==> config.mk <==
export PLATFORM = sky130hd
export DESIGN_NAME = ram_port_requester_flat
export DESIGN_NICKNAME = d
export VERILOG_FILES = /design/src/rtl/ram_port_pkg.sv /design/src/rtl/ram_port_requester_if.sv /design/src/rtl/ram_port_rsp_fifo.sv /design/src/rtl/ram_port_rsp_fifo_chk.sv /design/src/rtl/ram_port_requester.sv /design/src/flat_wrapper.sv
export SDC_FILE = /design/constraint.sdc
export NUM_CORES = 1
export LEC_CHECK = 0
export ABC_CLOCK_PERIOD_IN_PS = 4400
export CAP_MARGIN = 5
export CORE_MARGIN = 4
export CORE_UTILIZATION = 49
export CTS_BUF_LIST = sky130_fd_sc_hd__clkbuf_4
export DETAILED_ROUTE_END_ITERATION = 8
export PLACE_DENSITY = 0.95
export SYNTH_ARGS = -nofsm -noshare
export SYNTH_HDL_FRONTEND = slang
export SYNTH_SLANG_ARGS = --single-unit
==> constraint.sdc <==
create_clock -name clock -period 4.4 [get_ports clock]
set_input_delay 0.88 -clock clock [delete_from_list [all_inputs] [get_ports clock]]
set_output_delay 0.88 -clock clock [all_outputs]
set_load 0.05 [all_outputs]
==> src/rtl/ram_port_pkg.sv <==
// Shared constants, helpers and types for the RAM port requester.
package ram_port_pkg;

   localparam int RAM_RD_LATENCY = 1;

   function automatic int addr_bits_for(input int depth);
      return (depth > 1) ? $clog2(depth) : 1;
   endfunction

   typedef struct packed {
      logic       write;
      logic [7:0] data;
   } rsp_entry_t;

endpackage

==> src/rtl/ram_port_requester_if.sv <==
// Request/response handshake bundle between a client and ram_port_requester.
// RAM_PORT_REQUESTER_WR_ACK_EN adds the rsp_write ack marker.
interface ram_port_requester_if #(
   parameter int ADDR_BITS = 9,
   parameter int WIDTH     = 8
);
   logic                 req_valid;
   logic                 req_ready;
   logic                 req_write;
   logic [ADDR_BITS-1:0] req_addr;
   logic [WIDTH-1:0]     req_wdata;
   logic                 rsp_valid;
   logic                 rsp_ready;
   logic [WIDTH-1:0]     rsp_rdata;
`ifdef RAM_PORT_REQUESTER_WR_ACK_EN
   logic                 rsp_write;

   modport master (output req_valid, req_write, req_addr, req_wdata, rsp_ready,
                   input  req_ready, rsp_valid, rsp_rdata, rsp_write);
   modport slave  (input  req_valid, req_write, req_addr, req_wdata, rsp_ready,
                   output req_ready, rsp_valid, rsp_rdata, rsp_write);
`else
   modport master (output req_valid, req_write, req_addr, req_wdata, rsp_ready,
                   input  req_ready, rsp_valid, rsp_rdata);
   modport slave  (input  req_valid, req_write, req_addr, req_wdata, rsp_ready,
                   output req_ready, rsp_valid, rsp_rdata);
`endif
endinterface

==> src/rtl/ram_port_rsp_fifo.sv <==
// DEPTH x WIDTH synchronous FIFO with occupancy count; pointers wrap at DEPTH.
module ram_port_rsp_fifo #(
   parameter int  DEPTH = 3,
   parameter int  WIDTH = 8,
   localparam int PW    = (DEPTH > 1) ? $clog2(DEPTH) : 1,
   localparam int CW    = $clog2(DEPTH + 1)
) (
   input  logic             clock,
   input  logic             reset_n,
   input  logic             push,
   input  logic [WIDTH-1:0] push_data,
   input  logic             pop,
   output logic [WIDTH-1:0] pop_data,
   output logic [CW-1:0]    count,
   output logic             empty
);
   logic [WIDTH-1:0] mem [DEPTH];
   logic [PW-1:0]    wr_ptr;
   logic [PW-1:0]    rd_ptr;
   logic             full;

   function automatic logic [PW-1:0] bump(input logic [PW-1:0] p);
      return (p == PW'(DEPTH - 1)) ? '0 : p + PW'(1);
   endfunction

   assign pop_data = mem[rd_ptr];
   assign empty    = (count == '0);
   assign full     = (count == CW'(DEPTH));

   // storage, pointers and occupancy
   always_ff @(posedge clock or negedge reset_n) begin
      if (!reset_n) begin
         for (int i = 0; i < DEPTH; i++) mem[i] <= '0;
         wr_ptr <= '0;
         rd_ptr <= '0;
         count  <= '0;
      end else begin
         if (push) begin
            mem[wr_ptr] <= push_data;
            wr_ptr      <= bump(wr_ptr);
         end
         if (pop) rd_ptr <= bump(rd_ptr);
         if (push && !pop) count <= count + CW'(1);
         else if (pop && !push) count <= count - CW'(1);
      end
   end

   ram_port_rsp_fifo_chk u_chk (
      .clock   (clock),
      .reset_n (reset_n),
      .push    (push),
      .pop     (pop),
      .full    (full),
      .empty   (empty)
   );
endmodule

==> src/rtl/ram_port_rsp_fifo_chk.sv <==
// Protocol checks for the response FIFO; the credit rule keeps it from overflowing.
module ram_port_rsp_fifo_chk (
   input logic clock,
   input logic reset_n,
   input logic push,
   input logic pop,
   input logic full,
   input logic empty
);
   a_no_overflow: assert property (@(posedge clock) disable iff (!reset_n) !(push && full));
   a_no_underflow: assert property (@(posedge clock) disable iff (!reset_n) !(pop && empty));
endmodule

==> src/rtl/ram_port_requester.sv <==
// Drives one RAM port from a valid/ready stream and buffers read data behind credits.
// RAM_PORT_REQUESTER_WR_ACK_EN: writes also take a credit and return an in-order echo ack.
module ram_port_requester
   import ram_port_pkg::*;
#(
   parameter int  DEPTH          = 512,
   parameter int  WIDTH          = 8,
   parameter int  RSP_FIFO_DEPTH = 3,
   localparam int ADDR_BITS      = addr_bits_for(DEPTH)
) (
   input  logic                 clock,
   input  logic                 reset_n,
   ram_port_requester_if.slave  bus,
   output logic [ADDR_BITS-1:0] ram_address,
   output logic                 ram_wren,
   output logic [WIDTH-1:0]     ram_data,
   input  logic [WIDTH-1:0]     ram_q
);
   localparam int CW = $clog2(RSP_FIFO_DEPTH + 1);
   localparam int L  = RAM_RD_LATENCY;
`ifdef RAM_PORT_REQUESTER_WR_ACK_EN
   localparam int FW = WIDTH + 1;
`else
   localparam int FW = WIDTH;
`endif

   logic          ready;
   logic          accept;
   logic          issue_rsp;
   logic          push;
   logic          pop;
   logic          empty;
   logic [CW-1:0] count;
   logic [CW-1:0] count_next;
   logic [CW:0]   used_next;
   logic [L-1:0]  vld_pipe;
   logic [FW-1:0] push_data;
   logic [FW-1:0] pop_data;

   assign accept        = bus.req_valid && ready;
   assign bus.req_ready = ready;
   assign ram_address   = reset_n ? bus.req_addr  : '0;
   assign ram_data      = reset_n ? bus.req_wdata : '0;
   assign ram_wren      = accept && bus.req_write;
   assign push          = vld_pipe[L-1];
   assign bus.rsp_valid = !empty;
   assign pop           = !empty && bus.rsp_ready;

`ifdef RAM_PORT_REQUESTER_WR_ACK_EN
   logic [L-1:0]     wr_pipe;
   logic [WIDTH-1:0] wdata_pipe [L];

   assign issue_rsp     = accept;
   assign push_data     = {wr_pipe[L-1], wr_pipe[L-1] ? wdata_pipe[L-1] : ram_q};
   assign bus.rsp_write = pop_data[WIDTH];
   assign bus.rsp_rdata = pop_data[WIDTH-1:0];

   // write flag and echo data ride the read-latency pipe so acks stay in issue order
   always_ff @(posedge clock or negedge reset_n) begin
      if (!reset_n) begin
         wr_pipe <= '0;
         for (int i = 0; i < L; i++) wdata_pipe[i] <= '0;
      end else begin
         wr_pipe[0]    <= bus.req_write;
         wdata_pipe[0] <= bus.req_wdata;
         for (int i = 1; i < L; i++) begin
            wr_pipe[i]    <= wr_pipe[i-1];
            wdata_pipe[i] <= wdata_pipe[i-1];
         end
      end
   end
`else
   assign issue_rsp     = accept && !bus.req_write;
   assign push_data     = ram_q;
   assign bus.rsp_rdata = pop_data;
`endif

   // credits used after the next edge: buffered entries plus responses still in flight
   always_comb begin
      count_next = count;
      if (push && !pop) begin
         count_next = count + CW'(1);
      end else if (pop && !push) begin
         count_next = count - CW'(1);
      end else begin
         count_next = count;
      end
      used_next = {1'b0, count_next} + (CW+1)'(issue_rsp);
      for (int i = 0; i < L - 1; i++) used_next = used_next + (CW+1)'(vld_pipe[i]);
   end

   // ready is purely registered so rsp_ready and req_* never reach it combinationally
   always_ff @(posedge clock or negedge reset_n) begin
      if (!reset_n) begin
         ready    <= 1'b0;
         vld_pipe <= '0;
      end else begin
         ready       <= (used_next < (CW+1)'(RSP_FIFO_DEPTH));
         vld_pipe[0] <= issue_rsp;
         for (int i = 1; i < L; i++) vld_pipe[i] <= vld_pipe[i-1];
      end
   end

   ram_port_rsp_fifo #(
      .DEPTH (RSP_FIFO_DEPTH),
      .WIDTH (FW)
   ) u_rsp_fifo (
      .clock     (clock),
      .reset_n   (reset_n),
      .push      (push),
      .push_data (push_data),
      .pop       (pop),
      .pop_data  (pop_data),
      .count     (count),
      .empty     (empty)
   );
endmodule

==> src/flat_wrapper.sv <==
// flat-port wrapper written by rule: the top's interface ports become plain ports
module ram_port_requester_flat import ram_port_pkg::*;
#(
   parameter int  DEPTH          = 512,
   parameter int  WIDTH          = 8,
   parameter int  RSP_FIFO_DEPTH = 3,
   localparam int ADDR_BITS      = addr_bits_for(DEPTH)
)
  (clock, reset_n, ram_address, ram_wren, ram_data, ram_q, bus_req_valid, bus_req_write, bus_req_addr, bus_req_wdata, bus_rsp_ready, bus_req_ready, bus_rsp_valid, bus_rsp_rdata);
  ram_port_requester_if #(.ADDR_BITS((9)), .WIDTH(WIDTH)) bus_i ();
  input  logic clock;
  input  logic reset_n;
  output logic [ADDR_BITS-1:0] ram_address;
  output logic ram_wren;
  output logic [WIDTH-1:0] ram_data;
  input  logic [WIDTH-1:0] ram_q;
  input wire logic [$bits(bus_i.req_valid)-1:0] bus_req_valid;
  input wire logic [$bits(bus_i.req_write)-1:0] bus_req_write;
  input wire logic [$bits(bus_i.req_addr)-1:0] bus_req_addr;
  input wire logic [$bits(bus_i.req_wdata)-1:0] bus_req_wdata;
  input wire logic [$bits(bus_i.rsp_ready)-1:0] bus_rsp_ready;
  output wire logic [$bits(bus_i.req_ready)-1:0] bus_req_ready;
  output wire logic [$bits(bus_i.rsp_valid)-1:0] bus_rsp_valid;
  output wire logic [$bits(bus_i.rsp_rdata)-1:0] bus_rsp_rdata;
  assign bus_i.req_valid = bus_req_valid;
  assign bus_i.req_write = bus_req_write;
  assign bus_i.req_addr = bus_req_addr;
  assign bus_i.req_wdata = bus_req_wdata;
  assign bus_i.rsp_ready = bus_rsp_ready;
  assign bus_req_ready = bus_i.req_ready;
  assign bus_rsp_valid = bus_i.rsp_valid;
  assign bus_rsp_rdata = bus_i.rsp_rdata;
  ram_port_requester #(.DEPTH(DEPTH), .WIDTH(WIDTH), .RSP_FIFO_DEPTH(RSP_FIFO_DEPTH)) u_core (.clock(clock), .reset_n(reset_n), .bus(bus_i), .ram_address(ram_address), .ram_wren(ram_wren), .ram_data(ram_data), .ram_q(ram_q));
endmodule
==> reports/results.ini, run 1 <==
[outcome]
status=finished clean

[grt]
grt_use_met1_pct=22.7
grt_pass1_vias=1279
antenna_found_initial=0
use_met2_pct=31.0
met3_usage_pct=6.32
busiest_layer=met2
grt_pass1_wl_mm=6.03
grt_overflow_total=0
grt.total_usage_pct=18.5
grt_max_degree=28

[yosys]
yosysMostFrequentCell=dfrtp_1
synth_area_um2=1600
synthArstFlopShare_pct=100
synth_cells=136
ys_types=26
synth_common_cells=dfrtp_1, and2_1, mux2_2, nand2_1, o21ai_0
avgSynthCellArea_um2=11.8
yosys.area.top_type=dfrtp_1
ys_ff_latch=32
ys.warnings.count=0
synthTopCellsByArea=dfrtp_1, mux2_2, mux2_4
synth_edf_count=0
ys_seq_area_share_pct=50.1
synth_nets=169
yosys.area.top_type_share_pct=50.1
ys.flop_type=dfrtp_1

[critical_path]
r2r_start=u_core.u_rsp_fifo.count[0]
r2r_slack_ps=2640
crit_required_ps=3520
rr_endpoint=u_core.bus.req_ready
r2r_cells=7
worstPathArrival_ps=2600
cp-endpoint=bus_rsp_rdata[2]
crit_start=u_core.u_rsp_fifo.rd_ptr[1]
criticalPathCategory=reg -> out
cp_max_fo=11
worst_setup_path_end_kind=primary output
cp-start-kind=flop

[cts]
cts_setup_buffers=0
clkLatencyLatePin_ps=320
clkSinkCount=32
cts-resized-gates=0
holdBufCountCts=0
cts.path.max_buffers=2
htreeDepth=2
numCtsBuffers=5
cts.clk_slew.worst_paths_ps=90
clockRootBuffer=clkbuf_4
cts_tree=done

[die]
fp-row-count=20
dieWidth_um=65.1
io_pins=58
start_util_pct=52.0
die_y_um=65.1
fp.coreArea_um2=3080
die_area_um2=4240

[sta]
max_freq_ghz=0.288
fin_skew_ps=6.60
rsz0062_at_grt=false
holdWs_ps=444
hold_violations=0
period_needed_ps=3480
setup_tns_ps=0
setup_viol=0
min_period_over_period_pct=79.0
slew_viol_final=0
slew_headroom_pct=57.6
fin_ws_ps=923
worst_pin_slew_ps=635

[route]
drc=0
avgRoutedWirePerCell_um=14.2
wirelength_mm=3.42
drt_iter0_markers=19
vias=1204
final_antenna_net_count=0
drt-vias-per-instance=5.02
drt-pass1-iter-count=4

[layout]
area_delta_synth_final_pct=40.6
diodes=0
layout-drive-gt1-share_pct=18.4
fin_nets=228
final_cells=240

[run]
cap_violations=0

[power_and_ir_drop]
ir_drop_v=0.000554
p_per_area_nw_per_um2=711
leakage_nw=0.973

[placed_design]
hpwlAfterDp_mm=2.63
numPortBuffers=57
pre_cts_ws_ps=1230
gp_congestion=0.790
dp.cells=232

[worst_hold_path]
hold_class=in -> async

==> final cells by class <==
cell class / count / area (µm²)
fillers: 228 / 830
well taps: 44 / 55.1
repair buffers: 58 / 573
clock inverters: 1 / 3.75
flip-flops and latches: 32 / 801
clock buffers: 7 / 52.6
inverters: 6 / 22.5
multi-input cells: 92 / 741
==> worst max-delay path, stage by stage (launching register included) <==
cell and delay [ps]:
dfrtp_1 590, nor2b_1 600, nand2_1 130, o21ai_0 120, clkdlybuf4s50_1 840
==> how the worst min path moves through the flow <==
stage                              startpoint                        end  slack [ps]  depth (start not counted)
global placement    u_core.u_rsp_fifo.mem[15]  u_core.u_rsp_fifo.mem[15]         490                          1
detailed placement  u_core.u_rsp_fifo.mem[12]  u_core.u_rsp_fifo.mem[12]         490                          1
global route                          reset_n  u_core.u_rsp_fifo.mem[13]         440                          1
finish                                reset_n  u_core.u_rsp_fifo.mem[15]         440                          1
floorplan           u_core.u_rsp_fifo.mem[10]  u_core.u_rsp_fifo.mem[10]         480                          1
CTS                                   reset_n  u_core.u_rsp_fifo.mem[15]         430                          1
==> cells by family (layout without fill, tap and decap cells) <==
group | after synthesis | count (layout) | share of synthesized area [%]
mux | 32 | 32 | 23.8
simple gates | 42 | 42 | 14.9
xor+xnor | 2 | 2 | 1.10
fa+ha+maj | 3 | 3 | 2.35
flops | 32 | 32 | 50.1
compound gates | 13 | 13 | 4.23
buf+inv | 12 | 72 | 3.60
==> registers in the layout, indices dropped and copies added, names as in the netlist <==
name,cells
u_core.u_rsp_fifo.wr_ptr,2
u_core.u_rsp_fifo.mem,24
u_core.u_rsp_fifo.count,2
u_core.u_rsp_fifo.rd_ptr,2
u_core.bus.req_ready,1
u_core.push,1
==> layout by cell type, fill, tap and decap left out, drive strengths merged <==
cell,instances
a21o,1
a21oi,1
and2,17
and3,1
buf,2
clkbuf,7
clkdlybuf4s50,56
clkinv,1
dfrtp,32
ha,3
inv,6
mux2,24
mux2i,8
nand2,11
nand2b,2
nand3,4
nand4,1
nor2,1
nor2b,2
nor3,1
o21ai,11
or3,2
xnor2,2
==> metal layers <==
| metal | part of all wire, % | vias to the layer above | wire length [µm] |
|---|---|---|---|
| met5 | 0 | - | 0 |
| met4 | 0.41 | 0 | 14 |
| met3 | 7.2 | 2 | 246 |
| met2 | 51 | 40 | 1750 |
| met1 | 41 | 577 | 1410 |
| li1 | - | 585 | - |
==> metrics by stage <==
| stage | power (mW) | util, % | area, µm² |
|---|---|---|---|
| after floorplan | 1.17 | - | 1600 |
| after global placement | 1.41 | 71.2 | 2190 |
| after detailed placement | 1.45 | 71.2 | 2190 |
| after CTS | 1.62 | 73.0 | 2250 |
| after global routing | 1.71 | 73.0 | 2250 |
| final | 1.60 | 73.0 | 2250 |
==> power breakdown <==
group          switching [mW]  leakage [nW]  internal (mW)
Sequential              0.119         0.379          0.438
Clock                  0.0890        0.0338         0.0737
Combinational           0.497         0.560          0.381
(Power assumes the default switching activity.)
==> run 2: changes to the inputs <==
--- a/config.mk
+++ b/config.mk
@@ -5,13 +5,13 @@
 export SDC_FILE = /design/constraint.sdc
 export NUM_CORES = 1
 export LEC_CHECK = 0
-export ABC_CLOCK_PERIOD_IN_PS = 4400
+export ABC_CLOCK_PERIOD_IN_PS = 3100
 export CAP_MARGIN = 5
 export CORE_MARGIN = 4
-export CORE_UTILIZATION = 49
+export CORE_UTILIZATION = 41
 export CTS_BUF_LIST = sky130_fd_sc_hd__clkbuf_4
 export DETAILED_ROUTE_END_ITERATION = 8
-export PLACE_DENSITY = 0.95
+export PLACE_DENSITY = 0.86
 export SYNTH_ARGS = -nofsm -noshare
 export SYNTH_HDL_FRONTEND = slang
 export SYNTH_SLANG_ARGS = --single-unit
==> constraint.sdc (replaced) <==
create_clock -name clock -period 3.1 [get_ports clock]
set_input_delay 0.62 -clock clock [delete_from_list [all_inputs] [get_ports clock]]
set_output_delay 0.62 -clock clock [all_outputs]
set_load 0.05 [all_outputs]
==> run 2 against run 1 <==
Net effect:
- non-clock buffer count grew 2
- clock skew grew 11 ps
- via count grew 0.17%
- total power grew 49%
- count of clock-buffer cells in the layout shrank 2
- critical path type unchanged
==> reports/results.ini, run 2 (synthesized netlist as in run 1, its figures left out) <==
[cts]
clkSinkCount=32  ; unchanged
cts_setup_buffers=0  ; unchanged
htreeDepth=2  ; unchanged
clkLatencyLatePin_ps=350  ; was 320 ps
cts-resized-gates=0  ; unchanged
cts.clk_slew.worst_paths_ps=100  ; was 90 ps
holdBufCountCts=0  ; unchanged
cts.path.max_buffers=2  ; unchanged
cts_tree=done  ; unchanged
numCtsBuffers=5  ; unchanged
clockRootBuffer=clkbuf_4  ; unchanged

[placed_design]
gp_congestion=0.690  ; was 0.790
hpwlAfterDp_mm=2.60  ; was 2.63 mm
dpl_cell_area_um2=2170  ; was 2190 µm²
dp.cells=238  ; was 232
numPortBuffers=57  ; unchanged

[critical_path]
rr_endpoint=u_core.bus.req_ready  ; unchanged
cp-start-kind=flop  ; unchanged
r2r_slack_ps=1340  ; was 2640 ps
worstPathArrival_ps=2300  ; was 2600 ps
crit_required_ps=2480  ; was 3520 ps
r2r_cells=7  ; unchanged
crit_chain=nor2b_1 -> buf_4 -> nand2_1 -> o21ai_0 -> clkdlybuf4s50_1  ; was nor2b_1 -> nand2_1 -> o21ai_0 -> clkdlybuf4s50_1
cp_slowest_cell=clkdlybuf4s50_1  ; unchanged
worst-path-buf-inv=2  ; was 1
crit_family=buffers and inverters  ; unchanged
cp_max_fo=12  ; was 11
criticalPathCategory=reg -> out  ; unchanged
r2r_start=u_core.u_rsp_fifo.count[0]  ; unchanged
worst_setup_path_end_kind=primary output  ; unchanged
slowest_delay_ps=830  ; was 840 ps

[die]
die_y_um=70.5  ; was 65.1 µm
fp.coreArea_um2=3720  ; was 3080 µm²
fp-row-count=22  ; was 20
start_util_pct=43.0  ; was 52.0%
dieWidth_um=70.5  ; was 65.1 µm
io_pins=58  ; unchanged
die_area_um2=4960  ; was 4240 µm²

[power_and_ir_drop]
finalPower_mw=2.37  ; was 1.60 mW
ir_drop_v=0.000639  ; was 0.000554 V
p_per_area_nw_per_um2=1050  ; was 711 nW/µm²
leakage_nw=1.04  ; was 0.973 nW

[layout]
layout-drive-gt1-share_pct=28.3  ; was 18.4%
largest_reg_flops=24  ; unchanged
mostFrequentLayoutCell=clkdlybuf4s50_1  ; unchanged
diodes=0  ; unchanged
final_cell_mix=clkdlybuf4s50_1, dfrtp_1, buf_4, and2_1, mux2_2  ; was clkdlybuf4s50_1, dfrtp_1, and2_1, mux2_2
final_cells=246  ; was 240
largest-register=u_core.u_rsp_fifo.mem  ; unchanged
area_delta_synth_final_pct=41.0  ; was 40.6%
final_cell_area_um2=2250  ; about the same
fin_nets=230  ; was 228

[route]
final_antenna_net_count=0  ; unchanged
drt-vias-per-instance=4.90  ; was 5.02
wirelength_mm=3.54  ; was 3.42 mm
avgRoutedWirePerCell_um=14.4  ; was 14.2 µm
vias=1206  ; was 1204
drc=0  ; unchanged
drt_iter0_markers=39  ; was 19
drt-pass1-iter-count=4  ; unchanged

[sta]
hold_violations=0  ; unchanged
setup_viol=0  ; unchanged
worst_pin_slew_ps=562  ; was 635 ps
slew_headroom_pct=62.5  ; was 57.6%
fin_skew_ps=17.4  ; was 6.60 ps
rsz0062_at_grt=false  ; unchanged
setup_tns_ps=0  ; unchanged
min_period_over_period_pct=94.2
max_freq_ghz=0.342
slew_viol_final=0  ; unchanged
period_needed_ps=2920

[grt]
grt_overflow_total=0  ; unchanged
grt_pass1_vias=1187  ; was 1279
grt.total_usage_pct=15.5  ; was 18.5%
antenna_found_initial=0  ; unchanged
grt_max_degree=30  ; was 28
grt_pass1_wl_mm=5.90  ; was 6.03 mm

[worst_hold_path]
hold_class=in -> async  ; unchanged

[outcome]
status=finished clean  ; unchanged

[run]
cap_violations=0  ; unchanged

==> run 2: power by group <==
part / switching [mW] / internal [mW] / leakage, nW / total, mW
sequential: 0.139 / 0.622 / 0.379 / 0.761
combinational: 0.739 / 0.552 / 0.618 / 1.29
clock: 0.153 / 0.168 / 0.0412 / 0.321
total: 1.03 / 1.34 / 1.04 / 2.37
==> run 2: routing by layer <==
| metal | GRT usage [%] | vias up | share of wire [%] |
|---|---|---|---|
| met4 | 7.66 | 0 | 1.9 |
| met3 | 6.04 | 7 | 8.4 |
| met2 | 23.8 | 45 | 48 |
| met1 | 18.8 | 568 | 42 |
| li1 | - | 586 | - |
| met5 | 0 | - | 0 |
==> run 2: through the flow <==
step	hold WS, ps	util [%]	worst slack (ps)
after global placement	487	58.4	449
after CTS	202	60.5	113
after detailed placement	494	58.4	429
after floorplan	324	-	713
final	211	60.7	180
after global routing	225	60.7	13.1
==> run 2: final cells by class <==
type	instances	area, µm²
inverters	6	22.5
repair buffers	60	551
well taps	48	60.1
clock inverters	3	42.5
fillers	330	1460
flip-flops and latches	32	801
multi-input cells	92	741
clock buffers	5	37.5
==> run 2: worst max path at each step <==
stage                                     start               end  slack, ps  cells after the start
floorplan           u_core.u_rsp_fifo.rd_ptr[1]  bus_rsp_rdata[0]        710                      3
global placement                  bus_req_write          ram_wren        450                      3
detailed placement                bus_req_write          ram_wren        430                      3
CTS                 u_core.u_rsp_fifo.rd_ptr[0]  bus_rsp_rdata[0]        110                      5
global route        u_core.u_rsp_fifo.rd_ptr[0]  bus_rsp_rdata[1]         10                      5
finish              u_core.u_rsp_fifo.rd_ptr[0]  bus_rsp_rdata[7]        180                      5
==> run 2: worst reg2reg max path, delay by kind of cell (launching register included) <==
kind | cells | cell delay (ps)
buffers and inverters | 1 | 50
flip-flops | 1 | 370
AND/OR/NAND/NOR | 3 | 690
adder cells (fa/ha/maj) | 2 | 450
AO/OA/AOI/OAI | 1 | 140
==> run 3: changes to the inputs <==
--- a/config.mk
+++ b/config.mk
@@ -8,10 +8,11 @@
 export ABC_CLOCK_PERIOD_IN_PS = 3100
 export CAP_MARGIN = 5
 export CORE_MARGIN = 4
-export CORE_UTILIZATION = 41
+export CORE_UTILIZATION = 25
 export CTS_BUF_LIST = sky130_fd_sc_hd__clkbuf_4
 export DETAILED_ROUTE_END_ITERATION = 8
-export PLACE_DENSITY = 0.86
+export PLACE_DENSITY = 0.61
+export SETUP_SLACK_MARGIN = 0.02
 export SYNTH_ARGS = -nofsm -noshare
 export SYNTH_HDL_FRONTEND = slang
 export SYNTH_SLANG_ARGS = --single-unit
==> run 3 against run 2 <==
Net effect:
- non-clock buffer count decreased by 2
- global-route usage decreased by 5.7 points
- sequential share of layout area increased by 0.48 points
- die area increased by 56%
- clock skew decreased by 8.6 ps
- count of clock-buffer cells in the layout increased by 2
- sequential power increased by 3.2%
- routed wire length increased by 0.11%
- cell area decreased by 1.3%
- largest power group unchanged
- via count decreased by 2.0%
- clock power decreased by 26%
- total power decreased by 6.0%
==> reports/results.ini, run 3 (synthesized netlist as in run 1, its figures left out) <==
[outcome]
status=finished clean  ; unchanged

[layout]
final_cells=271  ; was 246
final_util_pct=36.7  ; was 60.7%
diodes=0  ; unchanged
final_cell_area_um2=2220  ; was 2250 µm²
largest_reg_flops=24  ; unchanged
fin_nets=228  ; was 230
fillCellCount=618  ; was 330
final_cell_mix=dfrtp_1, clkdlybuf4s50_1, buf_4, and2_1, mux2_2  ; was clkdlybuf4s50_1, dfrtp_1, buf_4, and2_1, mux2_2
area_delta_synth_final_pct=39.1  ; was 41.0%
largest-register=u_core.u_rsp_fifo.mem  ; unchanged
mostFrequentLayoutCell=dfrtp_1  ; was clkdlybuf4s50_1
layout-drive-gt1-share_pct=31.1  ; was 28.3%

[sta]
slew_headroom_pct=57.2  ; was 62.5%
fin_ws_ps=422  ; was 180 ps
min_period_over_period_pct=86.4  ; was 94.2%
hold_violations=0  ; unchanged
fin_skew_ps=8.77  ; was 17.4 ps
slew_viol_final=0  ; unchanged
setup_viol=0  ; unchanged
period_needed_ps=2680  ; was 2920 ps
max_freq_ghz=0.373  ; was 0.342 GHz
rsz0062_at_grt=false  ; unchanged
setup_tns_ps=0  ; unchanged
worst_pin_slew_ps=640  ; was 562 ps

[cts]
clkLatencyLatePin_ps=320  ; was 350 ps
cts.path.max_buffers=2  ; unchanged
cts_setup_buffers=0  ; unchanged
clkSinkCount=32  ; unchanged
cts-resized-gates=0  ; unchanged
cts_tree=done  ; unchanged
htreeDepth=2  ; unchanged
numCtsBuffers=5  ; unchanged
clockRootBuffer=clkbuf_4  ; unchanged
cts.clk_slew.worst_paths_ps=90  ; was 100 ps
holdBufCountCts=0  ; unchanged

[critical_path]
criticalPathCategory=in -> out  ; was reg -> out
r2r_slack_ps=1370  ; was 1340 ps
rr_endpoint=u_core.bus.req_ready  ; unchanged
r2r_cells=7  ; unchanged
crit_family=buffers and inverters  ; unchanged
r2r_start=u_core.u_rsp_fifo.count[0]  ; unchanged
cpMostUsedCell=clkdlybuf4s50_1
crit_chain=clkdlybuf4s50_1 -> and3_1 -> clkdlybuf4s50_1  ; was nor2b_1 -> buf_4 -> nand2_1 -> o21ai_0 -> clkdlybuf4s50_1
crit_start=bus_req_write  ; was u_core.u_rsp_fifo.rd_ptr[0]
slowest_delay_ps=810  ; was 830 ps
cp_max_fo=2  ; was 12
cp_slowest_cell=clkdlybuf4s50_1  ; unchanged
worst-path-buf-inv=2  ; unchanged
crit_required_ps=2480  ; about the same
worstPathArrival_ps=2060  ; was 2300 ps
cp-start-kind=input port  ; was flop
worst_setup_path_end_kind=primary output  ; unchanged

[grt]
antenna_found_initial=0  ; unchanged
grt_max_degree=31  ; was 30
grt_pass1_vias=1198  ; was 1187
grt_pass1_wl_mm=5.74  ; was 5.90 mm
grt_overflow_total=0  ; unchanged
grt.total_usage_pct=9.75  ; was 15.5%

[die]
dieWidth_um=88.0  ; was 70.5 µm
fp-row-count=28  ; was 22
io_pins=58  ; unchanged
die_y_um=88.0  ; was 70.5 µm
start_util_pct=26.4  ; was 43.0%
die_area_um2=7740  ; was 4960 µm²
fp.coreArea_um2=6060  ; was 3720 µm²

[placed_design]
dpl_cell_area_um2=2170  ; about the same
pre_cts_ws_ps=410  ; was 429 ps
hpwlAfterDp_mm=2.61  ; was 2.60 mm
dp.cells=263  ; was 238
gp_congestion=0.738  ; was 0.690
numPortBuffers=57  ; unchanged

[route]
drt-pass1-iter-count=4  ; unchanged
drt_iter0_markers=54  ; was 39
drc=0  ; unchanged
avgRoutedWirePerCell_um=13.1  ; was 14.4 µm
drt-vias-per-instance=4.36  ; was 4.90
vias=1182  ; was 1206
wirelength_mm=3.55  ; was 3.54 mm
final_antenna_net_count=0  ; unchanged

[run]
cap_violations=0  ; unchanged

[power_and_ir_drop]
ir_drop_v=0.000448  ; was 0.000639 V
p_per_area_nw_per_um2=1000  ; was 1050 nW/µm²
leakage_nw=1.01  ; was 1.04 nW

[worst_hold_path]
hold_class=in -> async  ; unchanged

[run 3: final cells by class]
cell class                      instances  area (µm²)  share of cell area (%)
Clock inverter                          1        3.75                   0.169
Inverter                                6        22.5                    1.01
Timing Repair Buffer                   58         510                    22.9
Clock buffer                            7        52.6                    2.36
Sequential cell                        32         801                    36.0
Tap cell                               75        93.8                    4.22
Multi-Input combinational cell         92         741                    33.3
[run 3: worst max-delay path by stage]
stage / to / slack (ps) / depth (start not counted)
floorplan: bus_rsp_rdata[0] / 710 / 3
finish: ram_wren / 420 / 3
detailed placement: ram_wren / 410 / 3
global placement: ram_wren / 450 / 3
CTS: ram_wren / 410 / 3
global route: bus_rsp_rdata[1] / 270 / 4
[run 3: power by group]
part	internal (mW)	switching (mW)
sequential	0.622	0.163
clock	0.105	0.132
combinational	0.501	0.707
[run 3: stage by stage]
stage          total power, mW  hold slack (ps)
4_1_cts                   2.26              255
2_1_floorplan             1.66              324
3_5_place_dp              2.02              493
5_1_grt                   2.40              278
6_report                  2.23              252
3_3_place_gp              2.00              488
[run 3: worst register-to-register path: cells and delay by family, from the launching register on]
family	cells	cell delay, ps
compound gates	1	140
simple gates	3	660
buf+inv	1	50
fa+ha+maj	2	450
flops	1	370
[run 3: routing by layer]
layer | track usage (%) | up-vias | share of wire (%)
met3 | 3.48 | 4 | 7.0
met1 | 12.7 | 562 | 45
li1 | - | 582 | -
met5 | 0 | - | 0
met4 | 3.35 | 0 | 1.3
met2 | 15.1 | 34 | 46
